### src/rtl/rst_seq_pkg.sv
// Shared types for the reset sequencer: FSM states, reset cause codes and a counter width helper.
package rst_seq_pkg;

  typedef enum logic [1:0] {
    ST_ASSERT  = 2'd0,
    ST_CLKON   = 2'd1,
    ST_RELEASE = 2'd2,
    ST_RUN     = 2'd3
  } seq_state_e;

  typedef enum logic [1:0] {
    CAUSE_POR  = 2'd0,
    CAUSE_SOFT = 2'd1,
    CAUSE_WDT  = 2'd2
  } rst_cause_e;

  // Bits needed to hold values 0..max_val, never less than one.
  function automatic int cnt_width(input int max_val);
    return (max_val < 2) ? 1 : $clog2(max_val + 1);
  endfunction

endpackage

### src/rtl/rst_seq_wdt.sv
// Watchdog for the reset sequencer (built only with RST_SEQ_WDT_EN): counts down while the
// system runs, reloads on kick or whenever not running; expire_o is combinational, no backpressure.
module rst_seq_wdt
  import rst_seq_pkg::*;
#(
  parameter int WDT_CYC = 1024
) (
  input  logic clk_i,
  input  logic rst_i,
  input  logic run_i,
  input  logic kick_i,
  output logic expire_o
);

  localparam int W = cnt_width(WDT_CYC - 1);

  logic [W-1:0] cnt_q, cnt_d;

  // Holding the reload value outside RUN gives a fresh window on every RUN entry.
  always_comb begin
    cnt_d = cnt_q;
    if (kick_i || !run_i) begin
      cnt_d = W'(WDT_CYC - 1);
    end else if (cnt_q != '0) begin
      cnt_d = cnt_q - W'(1);
    end
  end

  always_ff @(posedge clk_i) begin
    if (rst_i) begin
      cnt_q <= W'(WDT_CYC - 1);
    end else begin
      cnt_q <= cnt_d;
    end
  end

  assign expire_o = run_i && !kick_i && (cnt_q == '0);

endmodule

### src/rtl/rst_seq_ctrl.sv
// Reset/clock sequencer: hold, clock-on, staggered per-domain release, then RUN; POR latency
// HOLD_CYC+2+(NUM_DOM-1)*STAGGER_CYC+1. Soft requests wait in RUN only. Watchdog under RST_SEQ_WDT_EN.
module rst_seq_ctrl
  import rst_seq_pkg::*;
#(
  parameter int NUM_DOM     = 4,
  parameter int NUM_REQ     = 2,
  parameter int HOLD_CYC    = 16,
  parameter int STAGGER_CYC = 8
`ifdef RST_SEQ_WDT_EN
  , parameter int WDT_CYC   = 1024
`endif
) (
  input  logic               clk_i,
  input  logic               rst_i,
  input  logic [NUM_REQ-1:0] soft_rst_req_i,
  output logic [NUM_REQ-1:0] soft_rst_ack_o,
  output logic [NUM_DOM-1:0] dom_clk_en_o,
  output logic [NUM_DOM-1:0] dom_rst_o,
  output logic               seq_done_o,
  output logic [1:0]         rst_cause_o
`ifdef RST_SEQ_WDT_EN
  , input  logic             wdt_kick_i
`endif
);

  localparam int CNT_MAX = (HOLD_CYC > STAGGER_CYC) ? HOLD_CYC - 1 : STAGGER_CYC - 1;
  localparam int CNT_W   = cnt_width(CNT_MAX);
  localparam int IDX_W   = cnt_width(NUM_DOM - 1);

  localparam logic [CNT_W-1:0] HOLD_LOAD    = CNT_W'(HOLD_CYC - 1);
  localparam logic [CNT_W-1:0] STAGGER_LOAD = CNT_W'(STAGGER_CYC - 1);
  localparam logic [IDX_W-1:0] IDX_LAST     = IDX_W'(NUM_DOM - 1);

  seq_state_e        state_q, state_d;
  logic [CNT_W-1:0]  cnt_q, cnt_d;
  logic [IDX_W-1:0]  idx_q, idx_d;
  rst_cause_e        cause_q, cause_d;
  logic [NUM_REQ-1:0] req_lowest;
  logic              wdt_expire;

`ifdef RST_SEQ_WDT_EN
  rst_seq_wdt #(
    .WDT_CYC (WDT_CYC)
  ) u_wdt (
    .clk_i    (clk_i),
    .rst_i    (rst_i),
    .run_i    (state_q == ST_RUN),
    .kick_i   (wdt_kick_i),
    .expire_o (wdt_expire)
  );
`else
  assign wdt_expire = 1'b0;
`endif

  assign req_lowest = soft_rst_req_i & (~soft_rst_req_i + NUM_REQ'(1));

  always_comb begin
    state_d        = state_q;
    cnt_d          = cnt_q;
    idx_d          = idx_q;
    cause_d        = cause_q;
    soft_rst_ack_o = '0;
    dom_rst_o      = '1;
    dom_clk_en_o   = '0;
    seq_done_o     = 1'b0;

    unique case (state_q)
      ST_ASSERT: begin
        if (cnt_q == '0) begin
          state_d = ST_CLKON;
          cnt_d   = CNT_W'(1);
        end else begin
          cnt_d = cnt_q - CNT_W'(1);
        end
      end

      ST_CLKON: begin
        dom_clk_en_o = '1;
        if (cnt_q == '0) begin
          state_d = ST_RELEASE;
          idx_d   = '0;
          cnt_d   = STAGGER_LOAD;
        end else begin
          cnt_d = cnt_q - CNT_W'(1);
        end
      end

      ST_RELEASE: begin
        dom_clk_en_o = '1;
        // Domains at or below the index are already out of reset.
        for (int i = 0; i < NUM_DOM; i++) begin
          dom_rst_o[i] = (IDX_W'(i) > idx_q);
        end
        if (idx_q == IDX_LAST) begin
          state_d = ST_RUN;
        end else if (cnt_q == '0) begin
          idx_d = idx_q + IDX_W'(1);
          cnt_d = STAGGER_LOAD;
        end else begin
          cnt_d = cnt_q - CNT_W'(1);
        end
      end

      ST_RUN: begin
        dom_clk_en_o = '1;
        dom_rst_o    = '0;
        seq_done_o   = 1'b1;
        if (wdt_expire) begin
          state_d = ST_ASSERT;
          cnt_d   = HOLD_LOAD;
          idx_d   = '0;
          cause_d = CAUSE_WDT;
        end else if (soft_rst_req_i != '0) begin
          soft_rst_ack_o = rst_i ? '0 : req_lowest;
          state_d        = ST_ASSERT;
          cnt_d          = HOLD_LOAD;
          idx_d          = '0;
          cause_d        = CAUSE_SOFT;
        end
      end

      default: state_d = ST_ASSERT;
    endcase
  end

  always_ff @(posedge clk_i) begin
    if (rst_i) begin
      state_q <= ST_ASSERT;
      cnt_q   <= HOLD_LOAD;
      idx_q   <= '0;
      cause_q <= CAUSE_POR;
    end else begin
      state_q <= state_d;
      cnt_q   <= cnt_d;
      idx_q   <= idx_d;
      cause_q <= cause_d;
    end
  end

  assign rst_cause_o = cause_q;

endmodule

### config.mk
export PLATFORM = sky130hd
export DESIGN_NAME = rst_seq_ctrl
export DESIGN_NICKNAME = d
export VERILOG_FILES = /design/src/rtl/rst_seq_pkg.sv /design/src/rtl/rst_seq_wdt.sv /design/src/rtl/rst_seq_ctrl.sv
export SDC_FILE = /design/constraint.sdc
export NUM_CORES = 1
export LEC_CHECK = 0
export ABC_AREA = 1
export BUFFER_PORTS_ARGS = -buffer_cell sky130_fd_sc_hd__buf_2
export CAP_MARGIN = 30
export CORE_AREA = 2 2 39 41
export CTS_BUF_LIST = sky130_fd_sc_hd__clkbuf_4 sky130_fd_sc_hd__clkbuf_8
export DETAILED_ROUTE_END_ITERATION = 12
export DIE_AREA = 0 0 41 43
export PLACE_DENSITY = 0.79
export REMOVE_ABC_BUFFERS = 1
export SLEW_MARGIN = 20
export SYNTH_ARGS = -nofsm -noshare
export SYNTH_HDL_FRONTEND = slang
export SYNTH_HIERARCHICAL = 1
export SYNTH_SLANG_ARGS = --single-unit
### constraint.sdc
create_clock -name clk_i -period 3.5 [get_ports clk_i]
set_clock_uncertainty 0.1 [all_clocks]
set_input_delay 0.35 -clock clk_i [delete_from_list [all_inputs] [get_ports clk_i]]
set_output_delay 0.35 -clock clk_i [all_outputs]
set_load 0.05 [all_outputs]
==> impl_metrics.toml, run 1 <==
[outcome]
outcome = "complete, no violations"

[final_layout]
drive_above_1_share_pct = 21.1
instances_no_fill = 139
n_antenna_cell = 0
fillers = 145
layout.nets = 137
final_area_sq_um = 816
syn2layout_area_growth_pct = 13.2

[power]
ir_drop_mv = 0.225
cellLeakagePower_nw = 0.414
total_power_mw = 0.293
p_per_area_nw_per_um2 = 360

[worst_setup_path]
worstPathRequired_ns = 3.05
crit_arrival_ns = 1.70
crit_type = "reg2out"
crit_family = "buffers and inverters"
crit_path_max_fanout = 6
startpoint_type = "flip-flop"
slowest_stage = "dfxtp_1"
path_buf_inv = 2
cp_cell_sequence = "ha_1, inv_1, nor4_1, buf_2"
endpoint_kind = "primary output"
reg2reg_from = "state_q[0]"
slowest_delay_ns = 0.40
critPathLaunch = "state_q[1]"

[clock_network]
numClockSinks = 9
cts_buffers = 3
path_clk_slew_ns = 0.06
post_cts_resized = 0
cts-hold-fix-buffers = 0
cts_tree = "built"
clock_latency_ns = 0.27
cts_buffer_depth = 2
cts_setup_buffers = 0
h-tree-depth = 1
cts_root_buf = "clkbuf_4"

[synth]
yosys-top-cells-count = "nand2_1, inv_1, nor2_1"
synth-simple-area-share_pct = 36.5
yosysTopAreaCell = "dfxtp_1"
synth_area_sq_um = 721
yosysWarnings = 6
synth_top_family_by_area = "simple AND/OR/NAND/NOR gates"
yosysMostFrequentCell = "nand2_1"
async_flop_share_pct = 0
synth_compound_area_share_pct = 10.9
synthXorXnorAreaFrac_pct = 0
ys_seq_elements = 9
synth_top_area_share_pct = 25.0
synthAdderAreaFrac_pct = 15.6
ys_seq_area_share_pct = 25.0
synth_mux_area_share_pct = 0
synthDistinctLibCells = 21
synth_area_leaders = "dfxtp_1, ha_1, nand2_1"
synth_flop_cell = "dfxtp_1"
synth_edf_count = 0
avgSynthCellArea_sq_um = 6.67
synth_cells = 108

[global_route]
grt_pass1_wl_microns = 2340
antenna_found_initial = 0
grt_pass1_vias = 570
overflow = 0
grt_max_degree = 9
grt_usage_pct = 20.1

[placement]
dp_hpwl_microns = 1140
dp_cells = 135
gp_congestion = 0.797
dpl_cell_area_sq_um = 786
dpl_worst_slack_ns = 1.63
portBuffers = 15

[detailed_routing]
drc_errors = 0
vias_per_cell = 5.03
wl_per_cell_microns = 10.5
vias = 699
drtPass1Iterations = 5
first_iter_violations = 14
wirelength_microns = 1460
ant_nets = 0

[die]
die_h_microns = 43
rows = 14
core_area_sq_um = 1380
io_pins = 17
dieWidth_microns = 41
dieArea_sq_um = 1760
initial_core_util_pct = 52.1

[sta]
min_period_over_period_pct = 61.5
setup_tns_ns = 0
rsz0062_at_grt = "no"
fin_crit_ns = 2.15
fin_ws_ns = 1.35
setup_violations = 0
drv_slew = 0
fmax_mhz = 464
hold_viol_final = 0

[min_path]
min-delay-start = "rst_i"
holdCritPathClass = "in2reg"

[run]
drv_cap = 0
==> worst register-to-register path: stages, from the launching register on <==
cell     delay, ns
dfxtp_1       0.38
inv_1         0.11
ha_1          0.25
nand2_1       0.12
inv_1         0.08
a21oi_4       0.18
nand3_2       0.11
and2_0        0.15
nor2_1        0.09
==> registers in the layout, summed over array words and instances (netlist names) <==
name         flops
cnt_q            4
idx_q            2
rst_cause_o      1
state_q          2
==> power by group <==
group	total, mW	internal, mW	switching, mW
registers	0.120	0.111	0.00954
logic	0.0814	0.0246	0.0569
clock network	0.0917	0.0519	0.0398
==> path summary, 6_finish.rpt <==
| kind | endpoint | slack, ns | cells after the start |
|---|---|---|---|
| worst min-delay path | state_q[0] | 0.23 | 2 |
| worst min register to register | rst_cause_o[0] | 0.37 | 2 |
| worst max-delay path | soft_rst_ack_o[1] | 1.35 | 4 |
| worst max register to register | idx_q[1] | 1.90 | 8 |
==> kinds of logic after synthesis <==
kind of cell,Yosys count
adder cells (fa/ha/maj),9
AND/OR/NAND/NOR,58
other,1
AO/OA/AOI/OAI,13
buffers and inverters,18
flip-flops,9
==> cell usage in the layout, fill, tap and decap left out, drive strengths merged <==
master	count
a21oi	6
and2	1
buf	15
clkbuf	4
conb	1
dfxtp	9
ha	9
inv	14
nand2	30
nand3	8
nand4	2
nor2	15
nor4	1
o21ai	6
o31ai	1
or2	1
==> area by class of cell <==
cell class,count,area [sq um],share of cell area [%]
multi-input combinational,81,458,56.1
clock buffer,4,30.0,3.68
sequential,9,180,22.1
tap,16,20.0,2.45
timing repair buffer,15,75.1,9.20
inverter,14,52.6,6.44
==> stage by stage <==
stage	util, %	hold slack [ns]
2_1_floorplan	-	0.319
3_3_place_gp	56.8	0.348
3_5_place_dp	56.8	0.360
4_1_cts	59.0	0.233
5_1_grt	59.0	0.245
6_report	59.0	0.232
==> layer usage <==
| metal | GRT usage (%) | wire, microns | vias to the layer above | share of wire (%) |
|---|---|---|---|---|
| met5 | 0 | 0 | - | 0 |
| met4 | 14.0 | 45 | 0 | 3.1 |
| met3 | 3.14 | 54 | 5 | 3.7 |
| met2 | 30.3 | 719 | 14 | 49 |
| met1 | 24.6 | 637 | 314 | 44 |
| li1 | - | - | 366 | - |
No activity file was read; power rests on OpenSTA's default activity.
==> run 2: changes to the inputs <==
ABC_AREA = 0   (was 1)
PLACE_DENSITY = 0.75   (was 0.79)
clock period = 2 ns   (was 3.5 ns; I/O delays follow)
==> impl_metrics.toml, run 2 <==
[worst_setup_path]
crit_path_max_fanout = 6
crit_type = "reg2out"
worstPathRequired_ns = 1.70
endpoint_kind = "primary output"
startpoint_type = "flip-flop"
crit_arrival_ns = 1.54
reg2reg_slack_ns = 0.23

[min_path]
holdCritPathClass = "in2reg"

[final_layout]
drive_above_1_share_pct = 27.1
max_flop_register = "cnt_q"
multi_input_area_sq_um = 428
syn2layout_area_growth_pct = 16.9
final_area_sq_um = 781
fillers = 125
final_cell_mix = "buf_2, inv_1, ha_1, dfxtp_1, nor2_1"
n_antenna_cell = 0
largest_reg_flops = 4
layout.nets = 110
register_area_sq_um = 181
largest_registers = "cnt_q x4, idx_q x2, state_q x2"
final_common_cell = "buf_2"

[sta]
hold_slack_ns = 0.141
fin_crit_ns = 1.84
hold_viol_final = 0
fmax_mhz = 544
setup_violations = 0
fin_ws_ns = 0.162
rsz0062_at_grt = "no"
drv_slew = 0
min_period_over_period_pct = 91.9

[synth]
yosysWarnings = 6
synth_cells = 82
async_flop_share_pct = 0
yosys-top-cells-count = "dfxtp_1, ha_1, inv_1"
ys_seq_elements = 9
ys_seq_area_share_pct = 27.0
synth_area_leaders = "dfxtp_1, ha_1, inv_1"
synth_flop_cell = "dfxtp_1"
synth_area_sq_um = 668
avgSynthCellArea_sq_um = 8.15
synth_edf_count = 0
synth_top_area_share_pct = 27.0
yosysTopAreaCell = "dfxtp_1"
synthDistinctLibCells = 34

[power]
total_power_mw = 0.855
p_per_area_nw_per_um2 = 1100
cellLeakagePower_nw = 0.344
ir_drop_mv = 0.674

[placement]
dp_hpwl_microns = 1030
portBuffers = 15
gp_congestion = 0.765
dpl_worst_slack_ns = 0.130
dpl_cell_area_sq_um = 726

[clock_network]
numClockSinks = 9
cts_buffers = 3
cts_tree = "built"
h-tree-depth = 1
cts_setup_buffers = 0
cts_root_buf = "clkbuf_4"
cts_buffer_depth = 2
clock_latency_ns = 0.27
path_clk_slew_ns = 0.06

[die]
dieWidth_microns = 41
rows = 14
dieArea_sq_um = 1760
io_pins = 17
core_area_sq_um = 1380
die_h_microns = 43
initial_core_util_pct = 48.3

[detailed_routing]
vias_per_cell = 5.47
drtPass1Iterations = 4
wirelength_microns = 1340
ant_nets = 0
vias = 613
wl_per_cell_microns = 12.0
first_iter_violations = 2
drc_errors = 0

[global_route]
antenna_found_initial = 0
grt_max_degree = 12
grt_pass1_wl_microns = 2270
overflow = 0
grt_usage_pct = 18.6
grt_pass1_vias = 562

[run]
drv_cap = 0

[outcome]
outcome = "complete, no violations"
[run 2: layout make-up]
cell class | instances | area share (%)
inverter | 9 | 4.33
timing repair buffer | 16 | 11.2
sequential | 9 | 23.2
clock buffer | 4 | 3.85
tap | 16 | 2.56
multi-input combinational | 58 | 54.8
[run 2: final timing paths]
| kind | startpoint | endpoint | depth (start not counted) |
|---|---|---|---|
| max | state_q[0] | dom_rst_o[2] | 6 |
| min | rst_i | rst_cause_o[0] | 2 |
| max reg2reg | state_q[1] | cnt_q[3] | 5 |
| min reg2reg | rst_cause_o[0] | rst_cause_o[0] | 2 |
[run 2: stage by stage]
stage	setup TNS [ns]	util, %	std cells
floorplan	-4.06	-	76
global placement	0	52.4	108
detailed placement	0	52.4	108
CTS	0	54.8	112
global route	0	56.4	112
finish	0	56.4	112
[run 2: what timing repair did]
action,CTS,global route
setup endpoints to repair,1,4
hold buffers,0,0
resized for setup,1,7
hold endpoints to repair,0,0
pin swaps,0,0
[run 2: cell families after synthesis]
family / count (synthesis) / synth area share [%]
fa+ha+maj: 9 / 16.9
other cells: 1 / 0.561
buf+inv: 15 / 11.8
compound gates: 21 / 21.4
simple gates: 26 / 21.0
flops: 9 / 27.0
mux: 1 / 1.50
[run 2: layer usage]
metal / vias to the layer above / GRT usage, % / part of all wire [%]
met4: 0 / 12.0 / 2.7
met1: 280 / 21.0 / 46
met3: 5 / 3.14 / 4.6
met5: - / 0 / 0
met2: 15 / 30.0 / 46
li1: 313 / - / -
[run 2: report_power, final]
part           internal (mW)  total (mW)  switching, mW
Combinational          0.128       0.440          0.312
Sequential             0.215       0.258         0.0429
Clock                 0.0906       0.157         0.0665
Total                  0.434       0.855          0.421
[run 2: critical path: stages (launching register included)]
cell     delay (ns)
dfxtp_1        0.33
inv_2          0.12
ha_4           0.17
inv_1          0.06
or3_1          0.30
o21ai_0        0.08
buf_4          0.22
==> run 3: changes to the inputs <==
CORE_AREA = unset   (was 2 2 39 41)
CORE_MARGIN = 1.5   (was unset)
CORE_UTILIZATION = 48   (was unset)
DIE_AREA = unset   (was 0 0 41 43)
RECOVER_POWER = 50   (was unset)
clock period = 1.6 ns   (was 2 ns; I/O delays follow)
==> impl_metrics.toml, run 3 (synthesis gave the netlist of run 2 again) <==
[worst_setup_path]
endpoint_kind = "flip-flop"
startpoint_type = "flip-flop"
crit_arrival_ns = 1.81
worstPathRequired_ns = 1.66
crit_path_max_fanout = 5
crit_type = "reg2reg"

[detailed_routing]
drc_errors = 0
vias_per_cell = 5.75
vias = 730
first_iter_violations = 18
drtPass1Iterations = 4
ant_nets = 0
wl_per_cell_microns = 16.0
wirelength_microns = 2030

[final_layout]
final_area_sq_um = 1100
max_flop_register = "cnt_q"
n_antenna_cell = 0
final_common_cell = "buf_4"
syn2layout_area_growth_pct = 64.2
layout.nets = 126
largest_reg_flops = 4
drive_above_1_share_pct = 58.0
final_cell_mix = "buf_4, buf_6, nor2_1, dfxtp_1"
largest_registers = "cnt_q x4, idx_q x2, state_q x2"

[global_route]
overflow = 0
grt_pass1_vias = 621
grt_pass1_wl_microns = 2460
grt_max_degree = 12
grt_usage_pct = 23.3
antenna_found_initial = 0

[sta]
fmax_mhz = 572
fin_ws_ns = -0.150
drv_slew = 0
rsz0062_at_grt = "yes"
slew_headroom_pct = 61.0
hold_viol_final = 0
worst_pin_slew_ns = 0.588
min_period_over_period_pct = 109
setup_violations = 13
fin_crit_ns = 1.75

[power]
ir_drop_mv = 0.961
p_per_area_nw_per_um2 = 1330
cellLeakagePower_nw = 0.461

[clock_network]
h-tree-depth = 1
cts-hold-fix-buffers = 0
clock_latency_ns = 0.27
numClockSinks = 9
path_clk_slew_ns = 0.06
cts_buffers = 3
cts_root_buf = "clkbuf_4"
cts_buffer_depth = 2
cts_tree = "built"

[run]
drv_cap = 0

[die]
io_pins = 17
initial_core_util_pct = 51.3
dieWidth_microns = 40.3
rows = 13
dieArea_sq_um = 1620
core_area_sq_um = 1300
die_h_microns = 40.3

[placement]
dpl_cell_area_sq_um = 837
dpl_worst_slack_ns = -0.199
gp_congestion = 0.738
dp_hpwl_microns = 1180
portBuffers = 15

[min_path]
holdCritPathClass = "in2reg"

[outcome]
outcome = "finished with violations"
violations = "setup timing"
run 3: cell types whose count changed in the layout (fill, tap and decap cells not counted), sizes merged:
cell,before,now
buf,16,31
clkbuf,4,5
run 3: per-layer routing:
layer	wire length, microns	track usage [%]	vias up
met4	51	12.5	0
met1	821	24.0	357
met3	49	1.67	5
li1	-	-	347
met2	1110	45.6	21
met5	0	0	-
run 3: final cells by class:
cell class	count	area (sq um)
multi-input combinational	58	536
timing repair buffer	32	287
fill	75	204
sequential	9	190
inverter	9	36.3
clock buffer	4	30.0
tap	15	18.8
run 3: final timing paths:
path                       start              to  slack, ns  depth (start not counted)
setup / recovery      state_q[1]        cnt_q[3]      -0.15                          5
hold / removal             rst_i      state_q[1]       0.13                          2
setup reg to reg      state_q[1]        cnt_q[3]      -0.15                          5
hold reg to reg   rst_cause_o[0]  rst_cause_o[0]       0.37                          2
run 3: repair_timing:
item,in CTS,in global routing
gates resized for setup,47,24
setup buffers,1,2
setup endpoints to repair,18,17
pin swaps,4,6
run 3: metrics by stage:
step	utilization [%]	power (mW)	TNS [ns]	std cells	hold slack, ns
final	84.3	1.46	-1.04	127	0.129
after global routing	84.3	1.54	-1.92	127	0.159
after CTS	78.7	1.41	-0.625	127	0.128
after detailed placement	64.3	1.02	-0.608	122	0.342
after global placement	64.3	1.00	-0.274	122	0.335
after floorplan	-	0.747	-10.16	76	0.129
run 3: critical path: stages, from the launching register on:
cell	delay [ns]
dfxtp_4	0.37
ha_4	0.16
or3b_4	0.26
nand2_4	0.05
or4_4	0.40
a211o_1	0.30
run 3: power breakdown:
part | total (mW) | switching [mW] | internal, mW
Clock | 0.195 | 0.0822 | 0.113
Sequential | 0.327 | 0.0512 | 0.276
Combinational | 0.937 | 0.512 | 0.424
Total | 1.46 | 0.646 | 0.813
